--- src/rtl/serial_pkg.sv ---
// serial_pkg
// Shared definitions for the serial transmitter slice: the frame state
// encoding and the default payload width / bit period used by serial_tx.
package serial_pkg;

  // Frame phases: idle line, start bit, payload bits, stop bit.
  typedef enum logic [1:0] {
    IDLE  = 2'd0,
    START = 2'd1,
    DATA  = 2'd2,
    STOP  = 2'd3
  } serial_state_t;

  localparam int DEF_DATA_W  = 8;
  localparam int DEF_BIT_CYC = 4;

endpackage : serial_pkg

--- src/rtl/serial_tx_bit_timer.sv ---
// bit_timer
// Modulo-BIT_CYC cycle counter that marks the last cycle of each serial bit.
// Ports:
//   clk    - clock, rising edge
//   rst    - synchronous active-high reset, clears the count
//   clear  - synchronous clear, restarts the bit period from zero
//   enable - count this cycle
//   wrap   - high in the last cycle of a bit period (count == BIT_CYC-1)
module bit_timer #(
  parameter int BIT_CYC = 4
) (
  input  logic clk,
  input  logic rst,
  input  logic clear,
  input  logic enable,
  output logic wrap
);

  localparam int CW = $clog2(BIT_CYC) + 1;
  localparam logic [CW-1:0] LAST = CW'(BIT_CYC - 1);
  localparam logic [CW-1:0] ONE  = CW'(1);

  logic [CW-1:0] count;

  // With BIT_CYC=1 the count never leaves zero, so every enabled cycle wraps.
  assign wrap = enable && (count == LAST);

  always_ff @(posedge clk) begin
    if (rst || clear) begin
      count <= '0;
    end else if (enable) begin
      if (count == LAST) begin
        count <= '0;
      end else begin
        count <= count + ONE;
      end
    end
  end

endmodule : bit_timer

--- src/rtl/serial_tx.sv ---
// serial_tx
// Parallel-to-serial transmitter. An accepted word is sent as a frame of a
// start bit (0), DATA_W payload bits LSB first and a stop bit (1), each bit
// held for BIT_CYC clock cycles. The line idles at 1.
// Ports:
//   clk      - clock, rising edge
//   rst      - synchronous active-high reset, aborts any frame
//   tx_data  - word to send, captured on accept
//   tx_valid - producer offers tx_data
//   tx_ready - block can accept a word this cycle (IDLE and not in reset)
//   sdo      - registered serial line
//   busy     - a frame is in progress
//   done     - one-cycle pulse in the first IDLE cycle after the stop bit
module serial_tx
  import serial_pkg::*;
#(
  parameter int DATA_W  = DEF_DATA_W,
  parameter int BIT_CYC = DEF_BIT_CYC
) (
  input  logic              clk,
  input  logic              rst,
  input  logic [DATA_W-1:0] tx_data,
  input  logic              tx_valid,
  output logic              tx_ready,
  output logic              sdo,
  output logic              busy,
  output logic              done
);

  localparam int BW = $clog2(DATA_W) + 1;
  localparam logic [BW-1:0] LAST_BIT = BW'(DATA_W - 1);
  localparam logic [BW-1:0] BIT_ONE  = BW'(1);

  serial_state_t     state;
  logic [DATA_W-1:0] shift_reg;
  logic [BW-1:0]     bit_cnt;
  logic              accept;
  logic              bit_wrap;

  assign tx_ready = (state == IDLE) && !rst;
  assign busy     = (state != IDLE) && !rst;
  assign accept   = tx_valid && tx_ready;

  // Restarting the timer on accept aligns the first bit period with the
  // cycle right after the accept edge.
  bit_timer #(
    .BIT_CYC (BIT_CYC)
  ) u_bit_timer (
    .clk    (clk),
    .rst    (rst),
    .clear  (accept),
    .enable (state != IDLE),
    .wrap   (bit_wrap)
  );

  // Frame sequencer. sdo is loaded with the next bit on each bit-period
  // wrap, so the line changes exactly at bit boundaries.
  always_ff @(posedge clk) begin
    if (rst) begin
      state     <= IDLE;
      sdo       <= 1'b1;
      done      <= 1'b0;
      shift_reg <= '0;
      bit_cnt   <= '0;
    end else begin
      done <= 1'b0;
      case (state)
        IDLE: begin
          if (accept) begin
            shift_reg <= tx_data;
            bit_cnt   <= '0;
            sdo       <= 1'b0;
            state     <= START;
          end
        end
        START: begin
          if (bit_wrap) begin
            sdo       <= shift_reg[0];
            shift_reg <= shift_reg >> 1;
            state     <= DATA;
          end
        end
        DATA: begin
          if (bit_wrap) begin
            if (bit_cnt == LAST_BIT) begin
              sdo     <= 1'b1;
              bit_cnt <= '0;
              state   <= STOP;
            end else begin
              sdo       <= shift_reg[0];
              shift_reg <= shift_reg >> 1;
              bit_cnt   <= bit_cnt + BIT_ONE;
            end
          end
        end
        STOP: begin
          if (bit_wrap) begin
            done  <= 1'b1;
            state <= IDLE;
          end
        end
        default: state <= IDLE;
      endcase
    end
  end

endmodule : serial_tx
--- config.mk ---
export PLATFORM = sky130hd
export DESIGN_NAME = serial_tx
export DESIGN_NICKNAME = d
export VERILOG_FILES = /design/src/rtl/serial_pkg.sv /design/src/rtl/serial_tx_bit_timer.sv /design/src/rtl/serial_tx.sv
export SDC_FILE = /design/constraint.sdc
export NUM_CORES = 1
export LEC_CHECK = 0
export CAP_MARGIN = 40
export CORE_UTILIZATION = 55
export DETAILED_ROUTE_END_ITERATION = 6
export DONT_BUFFER_PORTS = 1
export HOLD_SLACK_MARGIN = 0.15
export PLACE_DENSITY = 0.73
export SYNTH_ARGS = -nofsm -noshare
export SYNTH_HDL_FRONTEND = slang
export SYNTH_SLANG_ARGS = --single-unit
--- constraint.sdc ---
create_clock -name clk -period 2 [get_ports clk]
set_input_delay 0.3 -clock clk [delete_from_list [all_inputs] [get_ports clk]]
set_output_delay 0.3 -clock clk [all_outputs]
set_load 0.05 [all_outputs]
==> metrics.md, run 1 <==
| Metric | Value |
|---|---|
| Antenna Cells | 0 |
| Largest cells by area after synthesis | dfxtp_1 (35%), ha_1 (8.1%), mux2_2 (7.3%), a21oi_1 (5.1%), o21ai_0 (5.1%) |
| Dpl hpwl | 1453 um |
| Ys async rst share | 0 |
| Worst-path clk slew | 0.11 ns |
| DP Cell Count | 151 |
| CTS Buf Count | 3 |
| Core region area | 0.001783 sq mm |
| Worst Hold Class | input pin to flip-flop |
| Max-slew violation count | 0 |
| Synthesized area | 0.001082 sq mm |
| Critical Path RT | 2.22 ns |
| Port-buffer cells | 0 |
| Initial Utilization | 0.6070 |
| # IOs | 15 |
| CTS max path bufs | 2 |
| Gpl congestion | 0.7822 |
| Cell Rows | 15 |
| Unrepaired setup endpoints after global routing | true |
| Nets | 150 |
| Setup Fix Bufs, Post-CTS | 0 |
| Residual DRC | 0 |
| Share of cells above drive strength 1 | 0.2137 |
| Final WL | 2100 um |
| Peak supply drop | 0.8143 mV |
| Final hold vios | 0 |
| Setup violators final | 0 |
| Post-synth top cells | dfxtp_1 (19), a21oi_1 (11), o21ai_0 (11) |
| Iteration-0 DRC Markers | 23 |
| Top FF cell, synth | dfxtp_1 |
| Max_cap viols | 0 |
| Clock Latency Late Sink | 0.29 ns |
| Post-synthesis sequential area ratio | 0.3514 |
| Vias in the first global route | 778 |
| Vias | 913 |
| Total grt overflow | 0 |
| Non-Filler Instances | 156 |
| Most frequent cell after synthesis | dfxtp_1 |
| H-tree Lvls | 1 |
| Global Route Usage Sum | 0.2282 |
| Root buffer cell | clkbuf_4 |
| First-pass GRT wire length | 3443 um |
| Yosys cell types | 38 |
| Max Freq | 0.5174 GHz |
| Setup CP Type | flip-flop to flip-flop |
| DIE AREA | 0.002149 sq mm |
| Pleak | 0.4710 nW |
| Final core occ | 0.6933 |
| Status | finished, final reports clean |
| TNS Setup | 0 ns |
| Final period util | 0.9663 |
| Worst Setup Start Kind | flip-flop |
| Number of synthesized flops with an enable pin | 0 |
| Gate Count Post-Synth | 122 |
| Syn Nets | 140 |
| Number of warnings issued by yosys | 0 |
| Number of flip-flops in the largest register | 8 |
| CTS tree | done |
| P per Cell Area | 1436 mW/mm^2 |
| Clock skew | 0.001178 ns |
| Syn avg cell area | 8.871 sq um |
| Fin crit period | 1.933 ns |
| Die Wd | 46.36 um |
| Worst path arrival time | 2.16 ns |
| DIE HEIGHT | 46.36 um |
| Synth Register Bits | 19 |
| Least-Margin Pin Slew | 0.7023 ns |
| Area leader, netlist | dfxtp_1 |
| Area delta synth->final | 14.22% |
| Rel. slew slack | 0.5302 |
| WL/cell | 13.46 um |
| CP Max Fanout | 15 |
| Critical path endpoint category | flip-flop |
| Remaining antenna violation count | 0 |
| Vias per cell | 5.853 |
| Area share of the largest cell type after synthesis | 0.3514 |
| Largest net degree at the start of global routing | 20 |
| Initial antenna violation count | 0 |
| CTS Sinks | 19 |
| First-pass DRT Iterations | 4 |
## final cells by class
type,instances,area (sq um)
clock buffer,4,26.28
fill,141,546.8
inverter,4,15.01
multi-input combinational,93,685.7
sequential,19,380.4
tap,25,31.28
timing repair buffer,11,97.59
## kinds of logic (layout without fill, tap and decap cells)
kind of cell,after synthesis,count (layout),synth area share
AOI/OAI and AO/OA,33,33,0.2023
adders and majority gates,7,7,0.08092
buffers and inverters,10,19,0.03582
DFF,19,19,0.3514
muxes,10,10,0.1017
and+or+nand+nor,43,43,0.2277
## power by group
part | switching [W] | internal (W) | leakage, nW
Combinational | 0.000536 | 0.000488 | 0.301
Clock | 0.000117 | 0.0000777 | 0.0150
Sequential | 0.0000743 | 0.000482 | 0.155
## cell usage in the layout (no fill, tap or decap), types with 2 or more instances in the layout
cell type,instances
ha_2,2
nor2b_1,2
or4_1,2
o21ai_1,4
buf_4,9
mux2_2,7
nand2_1,3
and2_1,3
a21oi_1,11
inv_1,4
nand3b_1,2
ha_1,5
nand3_1,10
nor2_1,9
clkbuf_4,3
o21ai_0,8
nor3_1,2
dfxtp_1,19
mux2i_1,2
nand2b_1,2
## what timing repair did
item | 4_1_cts | 5_1_grt
setup endpoints to repair | 0 | 11
endpoints found under the hold margin | 19 | 0
hold buffers | 1 | 0
gates resized for setup | 0 | 9
## worst paths after layout
path / end / from / cells past startpoint / slack, ns
min: shift_reg[7]$_SDFFE_PP0P_ / tx_data[7] / 2 / 0.16
max reg2reg: bit_cnt[3]$_SDFFE_PP0P_ / state[0]$_SDFFE_PP0P_ / 7 / 0.07
min reg2reg: shift_reg[7]$_SDFFE_PP0P_ / shift_reg[7]$_SDFFE_PP0P_ / 2 / 0.48
max: bit_cnt[3]$_SDFFE_PP0P_ / state[0]$_SDFFE_PP0P_ / 7 / 0.07
## metrics by stage
stage               cell area [sq um]  hold WS [ns]  setup slack, ns  power [W]
global route                     1236        0.1526         -0.03011   0.001914
global placement                 1182        0.3708           0.1067   0.001532
CTS                              1219        0.1503          0.01689   0.001769
detailed placement               1182        0.3739          0.05344   0.001562
finish                           1236        0.1581          0.06739   0.001776
floorplan                        1087        0.4460         0.006011   0.001262
## critical path, cell delays in order, from the launching register on
cell and delay [ns]:
dfxtp_1 0.34, inv_1 0.07, ha_2 0.21, buf_12 0.15, nor3b_4 0.27, a22oi_2 0.16
or4_1 0.48, a21oi_1 0.16
## per-layer routing
layer | vias to the layer above | share of wire | track usage
met1 | 418 | 0.48 | 0.2976
met5 | - | 0 | 0
li1 | 469 | - | -
met3 | 4 | 0.043 | 0.04706
met2 | 22 | 0.46 | 0.3472
met4 | 0 | 0.016 | 0.1235
Note: power is estimated with default switching activity, not from simulation.
==> run 2, diff against run 1 <==
--- a/config.mk
+++ b/config.mk
@@ -5,6 +5,7 @@
 export SDC_FILE = /design/constraint.sdc
 export NUM_CORES = 1
 export LEC_CHECK = 0
+export ABC_AREA = 1
 export CAP_MARGIN = 40
 export CORE_UTILIZATION = 55
 export DETAILED_ROUTE_END_ITERATION = 6
==> run 2 against run 1 <==
Compared with the run above: via count rose by 8.4%; critical path depth fell by 2; non-clock buffer count fell by 8; first-iteration DRC count fell by 43%; sequential share of layout area rose by 1.1 points; combinational power rose by 9.8%; global-route usage fell by 1.9 points; clock skew rose by 0.0037 ns; worst setup slack improved by 0.088 ns; critical path type is now flip-flop to primary output; critical endpoint is now tx_ready; largest cell class unchanged.
==> metrics.md, run 2 <==
| Metric | Value |
|---|---|
| TNS Setup | 0 ns (unchanged) |
| Clock skew | 0.004927 ns (+0.003749 ns) |
| Setup violators final | 0 (unchanged) |
| Worst Setup Start Kind | flip-flop |
| Number of flip-flops in the largest register | 8 (unchanged) |
| First-pass DRT Iterations | 4 (unchanged) |
| Main combinational cell family by area after synthesis | simple AND/OR/NAND/NOR gates |
| Critical path endpoint category | primary output |
| R2R Setup Slk | 0.36 ns (+0.29 ns) |
| Status | finished, final reports clean |
| Nets | 191 (+27%) |
| Commonest non-fill, non-tap cells in the layout | nand2_1 (51), nor2_1 (29), inv_1 (22), dfxtp_1 (19), o21ai_0 (10) |
| Dpl hpwl | 1607 um (+11%) |
| Gate Count Post-Synth | 169 (+39%) |
| Clock Latency Late Sink | 0.30 ns (about the same) |
| Iteration-0 DRC Markers | 13 (-43%) |
| Setup CP Type | flip-flop to primary output |
| Worst Hold Class | input pin to flip-flop |
| CP Max Fanout | 6 (-9) |
| Synth Area in Compound Gates | 0.05870 (-0.1436) |
| H-tree Lvls | 1 (unchanged) |
| Peak supply drop | 0.8214 mV (+0.88%) |
| Root buffer cell | clkbuf_4 |
| P per Cell Area | 1611 mW/mm^2 (+12%) |
| Port-buffer cells | 0 (unchanged) |
| Largest cells by area after synthesis | dfxtp_1 (33%), nand2_1 (17%), nor2_1 (9.5%), ha_1 (7.6%), inv_1 (7.2%) |
| CTS tree | done |
| Post-synthesis sequential area ratio | 0.3304 (-0.02101) |
| Met3 routed WL | 77 um (-15%) |
| Pre-CTS setup slack | 0.3705 ns (+0.3170 ns) |
| Vias | 990 (+8.4%) |
| Most common cell after layout, fill and taps aside | nand2_1 |
| Pleak | 0.5987 nW (+27%) |
| Max-slew violation count | 0 (unchanged) |
| Fin crit period | 1.844 ns (-0.08816 ns) |
| Final WL | 2114 um (+0.67%) |
| Area delta synth->final | 3.587% |
| Gpl congestion | 0.7674 (-1.9%) |
| Max Freq | 0.5422 GHz (+4.8%) |
| CTS Buf Count | 3 (unchanged) |
| Max_cap viols | 0 (unchanged) |
| Worst-path clk slew | 0.10 ns (about the same) |
| Syn Nets | 187 (+34%) |
| Die Wd | 47.75 um (+3.0%) |
| Synthesized area | 0.001151 sq mm (+6.4%) |
| Least-Margin Pin Slew | 0.5095 ns (-0.1928 ns) |
| Total grt overflow | 0 (unchanged) |
| Final period util | 0.9222 (-0.04408) |
| DIE AREA | 0.002280 sq mm (+6.1%) |
| Largest net degree at the start of global routing | 18 (-10%) |
| First-pass GRT wire length | 3270 um (-5.0%) |
| Initial antenna violation count | 0 (unchanged) |
| Antenna Cells | 0 (unchanged) |
| Post-Synth Simple-Gate Area | 0.4076 (+0.1799) |
| Setup ws final | 0.1556 ns (+0.08816 ns) |
| Met1 wire length | 910 um (-9.5%) |
| Finished Cell Area | 0.001192 sq mm (-3.5%) |
| Area leader, netlist | dfxtp_1 |
| Top FF cell, synth | dfxtp_1 |
| CTS max path bufs | 2 (unchanged) |
| Yosys cell types | 23 (-39%) |
| Mux cell area share after synthesis | 0 (-0.1017) |
| # IOs | 15 (unchanged) |
| Synth Area in XOR/XNOR | 0.007609 (+0.007609) |
| Core region area | 0.001962 sq mm (+10%) |
| Rel. slew slack | 0.6598 (+0.1296) |
| Vias per cell | 4.975 (-15%) |
| Residual DRC | 0 (unchanged) |
| Hold Buf Count CTS | 1 (unchanged) |
| Remaining antenna violation count | 0 (unchanged) |
| Cell Rows | 16 (+1) |
| PostCTS Resize Cnt | 0 (unchanged) |
| Initial Utilization | 0.5867 (-0.02028) |
| Most frequent cell after synthesis | nand2_1 |
| Synth Register Bits | 19 (unchanged) |
| Setup Fix Bufs, Post-CTS | 0 (unchanged) |
| Global Route Usage Sum | 0.2096 (-0.01864) |
| Vias in the first global route | 793 (+1.9%) |
| Post-synth top cells | nand2_1 (51), nor2_1 (29), inv_1 (22) |
| Critical Path RT | 1.70 ns (-0.52 ns) |
| CTS Sinks | 19 (unchanged) |
| WL/cell | 10.62 um (-21%) |
| Ys async rst share | 0 (unchanged) |
| DIE HEIGHT | 47.75 um (+3.0%) |
| Number of synthesized flops with an enable pin | 0 (unchanged) |
| Metal2 WL | 1056 um (+8.9%) |
| Area share of the largest cell type after synthesis | 0.3304 (-0.02101) |
| Share of cells above drive strength 1 | 0.08721 (-0.1265) |
| Number of warnings issued by yosys | 0 (unchanged) |
| Post-Synth Adder-Cell Area | 0.07609 (-0.004838) |
| Worst path arrival time | 1.54 ns (-0.62 ns) |
| Syn avg cell area | 6.811 sq um (-23%) |
| Post-DP Area | 0.001156 sq mm (-2.2%) |
| Unrepaired setup endpoints after global routing | false |
| Final hold vios | 0 (unchanged) |
| Top sig layer | met4 |
## run 2: cell types whose count changed in the layout (fill, tap and decap cells not counted), sizes merged, moves of 3 or more
cell   change
nand2     +51
mux2       -8
a21oi      -9
and2       -3
inv       +21
nor2      +21
nor2b      -3
buf        -8
nand4      +5
## run 2: cells by family (layout without fill, tap and decap cells)
kind of cell,after synthesis,count (layout)
buf+inv,29,32
compound gates,13,13
simple gates,100,100
fa+ha+maj,7,7
xor+xnor,1,1
flops,19,19
## run 2: worst paths after layout
path                                           startpoint                           endpoint  depth (start not counted)
worst min-delay path                             tx_valid  u_bit_timer.count[1]$_SDFFE_PP0P_                          3
worst min register to register  shift_reg[2]$_SDFFE_PP0P_          shift_reg[2]$_SDFFE_PP0P_                          4
worst max-delay path                state[0]$_SDFFE_PP0P_                           tx_ready                          5
worst max register to register      state[0]$_SDFFE_PP0P_          shift_reg[0]$_SDFFE_PP0P_                          9
## run 2: area by class of cell
type                       instances  area (sq um)
multi-input combinational        121         633.1
tap                               27         33.78
inverter                          25         93.84
fill                             213         769.5
timing repair buffer               3         25.02
clock buffer                       4         26.28
sequential                        19         380.4
## run 2: critical path, cell delays in order, from the launching register on
cell	delay (ns)
dfxtp_1	0.34
inv_1	0.13
ha_1	0.35
inv_2	0.12
nor2_1	0.10
buf_4	0.20
## run 2: layer usage
metal | global-route usage | vias to the layer above
met3 | 0.04906 | 6
li1 | - | 525
met2 | 0.3541 | 18
met4 | 0.1111 | 0
met1 | 0.2443 | 441
met5 | 0 | -
## run 2: per-stage QoR
stage | hold WS, ns | instances | util | power [W]
6_report | 0.2372 | 199 | 0.6078 | 0.001921
2_1_floorplan | 0.3785 | 169 | - | 0.001609
5_1_grt | 0.2355 | 199 | 0.6078 | 0.002139
4_1_cts | 0.2240 | 199 | 0.6078 | 0.001942
3_3_place_gp | 0.3846 | 194 | 0.5893 | 0.001696
3_5_place_dp | 0.3925 | 194 | 0.5893 | 0.001737
## run 2: power by group
| part | leakage, nW | switching, W | total (W) | internal [W] |
|---|---|---|---|---|
| clock | 0.0150 | 0.000118 | 0.000196 | 0.0000778 |
| sequential | 0.156 | 0.0000938 | 0.000602 | 0.000508 |
| combinational | 0.428 | 0.000751 | 0.00112 | 0.000372 |
